**src/rtl/varint_enc_n.sv**
```systemverilog
// Protobuf varint encoder: pops DATA_W-bit words, pushes LSB-first 7-bit groups at one byte per cycle.
// Optional build macro VARINT_ZIGZAG_EN adds varint_zigzag_mode for sint zigzag mapping of each popped word.
module varint_enc_n #(
  parameter int DATA_W  = 64,
  parameter int COUNT_W = 32,
  localparam int MAX_BYTES = (DATA_W + 6) / 7,
  localparam int LEN_W     = $clog2(MAX_BYTES + 1)
) (
  input  logic               clk,
  input  logic               reset,
  input  logic               varint_in_fifo_empty,
  output logic               varint_in_fifo_pop,
  output logic               varint_in_index_pop,
  input  logic [DATA_W-1:0]  varint_data_in,
`ifdef VARINT_ZIGZAG_EN
  input  logic               varint_zigzag_mode,
`endif
  input  logic               varint_out_fifo_full,
  output logic               varint_out_fifo_clr,
  output logic               varint_out_fifo_push,
  output logic               varint_out_index_clr,
  output logic               varint_out_index_push,
  output logic [7:0]         varint_data_out,
  output logic               varint_out_last,
  output logic [LEN_W-1:0]   varint_out_len,
  output logic [COUNT_W-1:0] varint_count
);

  typedef enum logic [1:0] {
    INIT = 2'd0,
    IDLE = 2'd1,
    EMIT = 2'd2
  } state_e;

  state_e             state_q, state_d;
  logic [DATA_W-1:0]  sh_q, sh_d;
  logic [LEN_W-1:0]   cnt_q, cnt_d;
  logic [COUNT_W-1:0] count_q, count_d;
  logic [DATA_W-1:0]  load_val;
  logic               more;

`ifdef VARINT_ZIGZAG_EN
  assign load_val = varint_zigzag_mode
                  ? ((varint_data_in << 1) ^ {DATA_W{varint_data_in[DATA_W-1]}})
                  : varint_data_in;
`else
  assign load_val = varint_data_in;
`endif

  assign more = (sh_q >> 7) != '0;

  always_comb begin
    state_d              = state_q;
    sh_d                 = sh_q;
    cnt_d                = cnt_q;
    count_d              = count_q;
    varint_in_fifo_pop   = 1'b0;
    varint_out_fifo_push = 1'b0;
    varint_out_fifo_clr  = 1'b0;
    varint_data_out      = '0;
    varint_out_last      = 1'b0;
    varint_out_len       = '0;
    case (state_q)
      INIT: begin
        varint_out_fifo_clr = 1'b1;
        state_d             = IDLE;
      end
      IDLE: begin
        if (!varint_in_fifo_empty) begin
          varint_in_fifo_pop = 1'b1;
          sh_d               = load_val;
          cnt_d              = '0;
          state_d            = EMIT;
        end
      end
      EMIT: begin
        // A full output FIFO freezes sh/cnt so the pending byte is re-offered.
        if (!varint_out_fifo_full) begin
          varint_out_fifo_push = 1'b1;
          varint_data_out      = {more, sh_q[6:0]};
          if (more) begin
            sh_d  = sh_q >> 7;
            cnt_d = cnt_q + LEN_W'(1);
          end else begin
            varint_out_last = 1'b1;
            varint_out_len  = cnt_q + LEN_W'(1);
            count_d         = count_q + COUNT_W'(1);
            // Chain straight into the next word to avoid a bubble between varints.
            if (!varint_in_fifo_empty) begin
              varint_in_fifo_pop = 1'b1;
              sh_d               = load_val;
              cnt_d              = '0;
            end else begin
              state_d = IDLE;
            end
          end
        end
      end
      default: state_d = INIT;
    endcase
    if (reset) begin
      varint_in_fifo_pop   = 1'b0;
      varint_out_fifo_push = 1'b0;
      varint_out_fifo_clr  = 1'b0;
      varint_data_out      = '0;
      varint_out_last      = 1'b0;
      varint_out_len       = '0;
    end
  end

  always_ff @(posedge clk) begin
    if (reset) begin
      state_q <= INIT;
      sh_q    <= '0;
      cnt_q   <= '0;
      count_q <= '0;
    end else begin
      state_q <= state_d;
      sh_q    <= sh_d;
      cnt_q   <= cnt_d;
      count_q <= count_d;
    end
  end

  assign varint_in_index_pop   = varint_in_fifo_pop;
  assign varint_out_index_push = varint_out_fifo_push;
  assign varint_out_index_clr  = varint_out_fifo_clr;
  assign varint_count          = reset ? '0 : count_q;

endmodule

```
**config.mk**
```make
export PLATFORM = sky130hd
export DESIGN_NAME = varint_enc_n
export DESIGN_NICKNAME = d
export VERILOG_FILES = /design/src/rtl/varint_enc_n.sv
export SDC_FILE = /design/constraint.sdc
export NUM_CORES = 1
export LEC_CHECK = 0
export CORE_MARGIN = 3
export CORE_UTILIZATION = 53
export CTS_CLUSTER_DIAMETER = 30
export CTS_CLUSTER_SIZE = 16
export DETAILED_ROUTE_END_ITERATION = 8
export GPL_TIMING_DRIVEN = 0
export HOLD_SLACK_MARGIN = 0.03
export PLACE_DENSITY = 0.85
export SETUP_SLACK_MARGIN = 0.02
export SLEW_MARGIN = 15
export SYNTH_ARGS = -nofsm -noshare
export SYNTH_HDL_FRONTEND = slang
export SYNTH_SLANG_ARGS = --single-unit
```
**constraint.sdc**
```tcl
create_clock -name clk -period 3.26 [get_ports clk]
set_input_delay 0.652 -clock clk [delete_from_list [all_inputs] [get_ports clk]]
set_output_delay 0.652 -clock clk [all_outputs]
set_load 0.01 [all_outputs]
```
==> flow_metrics.env, run 1 <==
export IMPL_outcome="completed"
export IMPL_synth_ff_type="dfxtp_1"
export IMPL_holdCritPathClass="flip-flop to flip-flop"
export IMPL_fin_worst_skew_ns=0.0177
export IMPL_cts_reportedPaths_clkPinSlew_ns=0.10
export IMPL_routed_wl_um=17300
export IMPL_powerDensity_mw_per_mm2=437
export IMPL_fill_cells=741
export IMPL_core_area_mm2=0.0104
export IMPL_mostFrequentLayoutCells="109 x clkdlybuf4s50_1, 95 x dfxtp_1, 68 x nand2_1"
export IMPL_cp_depth=5
export IMPL_relSlewSlack_pct=55.2
export IMPL_synth_edf_count=0
export IMPL_start_util_pct=55.0
export IMPL_critPathSlowestCell="clkdlybuf4s50_1"
export IMPL_hold_viol=0
export IMPL_overflow=0
export IMPL_timing_rr_start="sh_q[63]"
export IMPL_yosys_warnings=0
export IMPL_via_per_inst=6.05
export IMPL_crit_end="varint_data_out[6]"
export IMPL_die_area_mm2=0.0121
export IMPL_clock_sinks=102
export IMPL_wire_per_inst_um=18.3
export IMPL_cts_buffers_inserted=9
export IMPL_crit_family="buffers and inverters"
export IMPL_area_growth_pct=32.3
export IMPL_clkLatencyLatePin_ns=0.38
export IMPL_first_global_vias=5303
export IMPL_grt_usage_pct=27.6
export IMPL_h_tree_depth=3
export IMPL_setup_viol=0
export IMPL_die_y_um=110
export IMPL_cts_root_buffer="clkbuf_8"
export IMPL_startpoint="varint_out_fifo_full"
export IMPL_crit_path_max_fanout=10
export IMPL_synthDistinctLibCells=41
export IMPL_worst_slack_ns=0.0805
export IMPL_synth_async_reset_ratio_pct=0
export IMPL_dieWidth_um=110
export IMPL_rrSetupSlack_ns=0.18
export IMPL_antenna_cells=0
export IMPL_fin_crit_ns=3.18
export IMPL_grt_max_degree=20
export IMPL_drt_pass1_iter_count=5
export IMPL_cts_tree="built"
export IMPL_rsz0062_at_grt="yes"
export IMPL_drtAntennaViolNets=0
export IMPL_io_buffers=117
export IMPL_finalMaxSlewViolations=0
export IMPL_cts_max_path_buffers=2
export IMPL_hpwl_um=12300
export IMPL_reg2reg_depth=10
export IMPL_irDropWorstVdd_v=0.000293
export IMPL_yosysSeqAreaShare_pct=35.6
export IMPL_first_iter_violations=451
export IMPL_drive_gt1_share_pct=16.6
export IMPL_max_stage_delay_ns=0.56
export IMPL_post_route_util_pct=72.8
export IMPL_critPathLaunchType="input port"
export IMPL_synth_area_per_cell_um2=8.68
export IMPL_grt_antenna_before_repair=0
export IMPL_mostFrequentLayoutCell="clkdlybuf4s50_1"
export IMPL_path_class="input port to output port"
export IMPL_required_ns=2.61
export IMPL_boundaryPins=119
export IMPL_dp_slack_ns=-0.642
export IMPL_fmax_mhz=315
export IMPL_grt_pass1_wl_um=26400
export IMPL_holdBufCountCts=0
export IMPL_rows=37
export IMPL_post_route_period_util_pct=97.5
export IMPL_worst_r2r_endpoint="sh_q[52]"
export IMPL_cp_data_arrival_time_ns=2.53
export IMPL_final_nets=873
export IMPL_path_cells="clkdlybuf4s50_1 > nor2b_1 > buf_2 > and3_1 > clkdlybuf4s50_1"
export IMPL_cp_common_cell="clkdlybuf4s50_1"
export IMPL_syn_inst=660
export IMPL_p_leak_uw=0.00324
export IMPL_crit_buf_inv=3
export IMPL_syn_nets=733
export IMPL_vias=5689
export IMPL_drc=0
export IMPL_holdWs_ns=0.468
export IMPL_synth_seq_cells=102
export IMPL_tightest_slew_ns=0.669
export IMPL_syn_area_mm2=0.00573
export IMPL_maxCapViolations=0
export IMPL_crit_path_end_kind="output port"
export IMPL_place_congestion=0.942
[flip-flops by register name (all words and copies together) (netlist names)]
signal,cells
cnt_q,4
count_q,32
sh_q,64
state_q,2
[where the power goes]
part           switching [uW]  internal (uW)  total [uW]
registers                 103           1330        1430
logic                     441            434         876
clock network             484            523        1010
total                    1030           2290        3310
[layout make-up]
| type | count | area (um^2) | area share, % |
|---|---|---|---|
| Inverter | 11 | 41.3 | 0.544 |
| Multi-Input combinational cell | 497 | 3570 | 47.1 |
| Timing Repair Buffer | 131 | 1280 | 16.8 |
| Clock buffer | 9 | 124 | 1.63 |
| Clock inverter | 7 | 128 | 1.68 |
| Buffer | 48 | 216 | 2.85 |
| Sequential cell | 102 | 2050 | 27.1 |
| Tap cell | 136 | 170 | 2.24 |
[how the worst min path moves through the flow]
stage | start | endpoint | slack (ns) | depth (start not counted)
detailed placement | sh_q[3] | sh_q[3] | 0.46 | 2
CTS | sh_q[3] | sh_q[3] | 0.47 | 2
global placement | sh_q[3] | sh_q[3] | 0.45 | 2
floorplan | sh_q[0] | sh_q[0] | 0.43 | 2
finish | sh_q[3] | sh_q[3] | 0.47 | 2
global route | sh_q[3] | sh_q[3] | 0.50 | 2
[metal layers]
| metal | GRT usage [%] | up-vias | part of all wire [%] |
|---|---|---|---|
| met5 | 0 | - | 0 |
| met4 | 8.64 | 0 | 2.5 |
| met3 | 3.61 | 42 | 7.9 |
| met2 | 45.9 | 285 | 49 |
| met1 | 37.1 | 2710 | 41 |
| li1 | - | 2652 | - |
[timing repair]
action | CTS | global route
hold endpoints to repair | 0 | 0
setup buffers | 2 | 12
endpoints found under the setup margin | 23 | 17
resized for setup | 32 | 29
gates cloned | 0 | 1
pin swaps | 8 | 8
[synthesized netlist by cell type, drive strengths merged (4+ instances only)]
library cell	n	area [um^2]
a21oi	11	55.1
inv	11	41.3
dfxtp	102	2040
nor3	26	135
clkbuf	36	135
nand3	14	70.1
nand2	68	255
nor2b	36	225
nor2	39	146
ha	5	62.6
mux2	83	935
mux2i	63	631
o21ai	61	305
o41ai	4	35.0
and3	16	100
nor4	27	169
buf	15	82.6
nand4	14	87.6
[worst reg2reg max path, cell delays in order, from the launching register on]
cell and delay (ns):
dfxtp_1 0.39, nor4_2 0.31, nand4_1 0.15, buf_6 0.16, buf_4 0.13, buf_4 0.13, o41ai_1 0.64, buf_2 0.42
buf_4 0.29, mux2i_1 0.24, o21ai_1 0.09
[metrics by stage]
step	setup TNS, ns	power (uW)	cell area, um^2	cells
global route	-0.0441	3420	7580	941
CTS	-0.885	3110	7440	930
detailed placement	-2.88	2090	7070	913
floorplan	0	1840	5730	660
global placement	-2.49	2060	7070	913
finish	0	3310	7580	941
[cells by family after synthesis]
| logic type | count (synthesis) | share of synthesized area, % |
|---|---|---|
| multiplexers | 146 | 27.3 |
| adder cells (fa/ha/maj) | 5 | 1.09 |
| AND/OR/NAND/NOR | 258 | 23.1 |
| buffers and inverters | 62 | 4.52 |
| XOR/XNOR | 2 | 0.306 |
| AO/OA/AOI/OAI | 85 | 8.08 |
| flip-flops | 102 | 35.6 |
No activity file was read; power rests on OpenSTA's default activity.
==> run 2, diff against run 1 <==
--- a/config.mk
+++ b/config.mk
@@ -5,6 +5,7 @@
 export SDC_FILE = /design/constraint.sdc
 export NUM_CORES = 1
 export LEC_CHECK = 0
+export CAP_MARGIN = 30
 export CORE_MARGIN = 3
 export CORE_UTILIZATION = 53
 export CTS_CLUSTER_DIAMETER = 30
==> results of run 2 <==
Final layout, timing and power as in run 1 (identical DEF).
==> run 3, diff against run 2 <==
--- a/config.mk
+++ b/config.mk
@@ -11,6 +11,7 @@
 export CTS_CLUSTER_DIAMETER = 30
 export CTS_CLUSTER_SIZE = 16
 export DETAILED_ROUTE_END_ITERATION = 8
+export GPL_ROUTABILITY_DRIVEN = 0
 export GPL_TIMING_DRIVEN = 0
 export HOLD_SLACK_MARGIN = 0.03
 export PLACE_DENSITY = 0.85
==> run 3 against run 2 <==
- register-to-register slack gained 0.12 ns
- clock power shrank 18%
- utilization shrank 1.5 points
- global-route usage grew 0.43 points
- routed wire length shrank 1.8%
- largest cell class unchanged
==> flow_metrics.env, run 3 (synthesis results as in run 1) <==
export IMPL_outcome="completed"
export IMPL_timing_rr_start="sh_q[53]"
export IMPL_relSlewSlack_pct=51.1
export IMPL_cts_reportedPaths_clkPinSlew_ns=0.11
export IMPL_worst_r2r_endpoint="count_q[30]"
export IMPL_drive_gt1_share_pct=15.6
export IMPL_boundaryPins=119
export IMPL_die_y_um=110
export IMPL_grt_max_degree=20
export IMPL_grt_pass1_wl_um=26700
export IMPL_irDropWorstVdd_v=0.000227
export IMPL_cts_tree="built"
export IMPL_final_nets=863
export IMPL_clock_sinks=102
export IMPL_rrSetupSlack_ns=0.30
export IMPL_holdWs_ns=0.462
export IMPL_wire_per_inst_um=18.2
export IMPL_drt_pass1_iter_count=5
export IMPL_post_route_util_pct=71.3
export IMPL_p_leak_uw=0.00310
export IMPL_first_global_vias=5349
export IMPL_hold_end="sh_q[3]"
export IMPL_fill_cells=797
export IMPL_first_iter_violations=452
export IMPL_hold_viol=0
export IMPL_cts_max_path_buffers=2
export IMPL_die_area_mm2=0.0121
export IMPL_crit_path_max_fanout=4
export IMPL_grt_antenna_before_repair=0
export IMPL_routed_wl_um=16900
export IMPL_vias=5648
export IMPL_hpwl_um=12500
export IMPL_tightest_slew_ns=0.724
export IMPL_mostFrequentLayoutCell="clkdlybuf4s50_1"
export IMPL_grt_usage_pct=28.0
export IMPL_min_from="sh_q[3]"
export IMPL_cp_data_arrival_time_ns=2.56
export IMPL_fin_cells=931
export IMPL_fin_setup_tns_ns=0
export IMPL_core_area_mm2=0.0104
export IMPL_post_route_period_util_pct=98.4
export IMPL_via_per_inst=6.07
export IMPL_area_growth_pct=29.7
export IMPL_required_ns=2.61
export IMPL_rows=37
export IMPL_io_buffers=117
export IMPL_reg_top3="sh_q (64), count_q (32), cnt_q (4)"
export IMPL_start_util_pct=55.0
export IMPL_reg2reg_depth=7
export IMPL_powerDensity_mw_per_mm2=404
export IMPL_holdBufCountCts=0
export IMPL_overflow=0
export IMPL_setup_viol=0
export IMPL_fmax_mhz=312
export IMPL_numPlacedInstances=913
export IMPL_drtAntennaViolNets=0
export IMPL_antenna_cells=0
export IMPL_critPathLaunchType="flip-flop"
export IMPL_fin_worst_skew_ns=0.0162
export IMPL_drc=0
export IMPL_crit_path_end_kind="output port"
export IMPL_holdCritPathClass="flip-flop to flip-flop"
export IMPL_mostFrequentLayoutCells="109 x clkdlybuf4s50_1, 96 x dfxtp_1, 68 x nand2_1"
export IMPL_top_register="sh_q"
export IMPL_maxCapViolations=0
export IMPL_dieWidth_um=110
export IMPL_rsz0062_at_grt="yes"
export IMPL_h_tree_depth=3
export IMPL_path_class="flip-flop to output port"
export IMPL_fin_crit_ns=3.21
export IMPL_finalMaxSlewViolations=0
export IMPL_clkLatencyLatePin_ns=0.37
export IMPL_cts_buffers_inserted=9
export IMPL_cts_root_buffer="clkbuf_8"
export IMPL_hold_depth=2
export IMPL_largest_register_ffs=64
==> run 3: worst max-delay path, stage by stage (launching register included) <==
cell and delay [ns]:
dfxtp_1 0.38, nor4_2 0.31, nand4_1 0.22, nor4_2 0.41, buf_4 0.19, a21oi_2 0.05, nor4b_2 0.27, buf_4 0.18
buf_6 0.09, buf_6 0.08
==> run 3: how the worst max path moves through the flow <==
stage | startpoint | slack, ns | end | depth (start not counted)
floorplan | sh_q[32] | 0.44 | varint_in_index_pop | 7
global placement | sh_q[32] | -0.60 | varint_in_index_pop | 8
detailed placement | sh_q[32] | -0.67 | varint_in_index_pop | 8
CTS | sh_q[57] | -0.07 | varint_in_index_pop | 9
global route | sh_q[28] | -0.06 | varint_in_index_pop | 9
finish | sh_q[28] | 0.05 | varint_in_index_pop | 9
==> run 3: layer usage <==
layer / wire length [um] / vias up / track usage (%)
li1: - / 2621 / -
met1: 6990 / 2714 / 36.4
met2: 8190 / 274 / 47.4
met3: 1350 / 39 / 4.37
met4: 416 / 0 / 9.17
met5: 0 / - / 0
==> run 3: what timing repair did <==
| item | 4_1_cts | 5_1_grt |
|---|---|---|
| buffers inserted | 5 | 0 |
| setup endpoints to repair | 23 | 16 |
| pin swaps | 9 | 7 |
| resized for setup | 34 | 31 |
==> run 3: power breakdown <==
group | total [uW] | internal (uW) | leakage [uW] | switching [uW]
registers | 1430 | 1330 | 0.000830 | 99.7
logic | 747 | 361 | 0.00217 | 385
clock network | 829 | 377 | 0.0000955 | 452
total | 3000 | 2070 | 0.00310 | 937
==> run 3: cell type report <==
cell class	count	area (um^2)	share of cell area (%)
Timing Repair Buffer	122	1190	16.0
Sequential cell	102	2050	27.6
Buffer	48	223	3.00
Multi-Input combinational cell	496	3550	47.8
Inverter	11	41.3	0.556
Tap cell	136	170	2.29
Clock inverter	5	58.8	0.792
Clock buffer	11	141	1.90
==> run 3: stage by stage <==
step | total power (uW) | cell area [um^2] | setup slack (ns)
after CTS | 2970 | 7390 | -0.0725
final | 3000 | 7430 | 0.0511
after global routing | 3120 | 7430 | -0.0609
after detailed placement | 2090 | 7070 | -0.674
after global placement | 2060 | 7070 | -0.604
after floorplan | 1840 | 5730 | 0.441
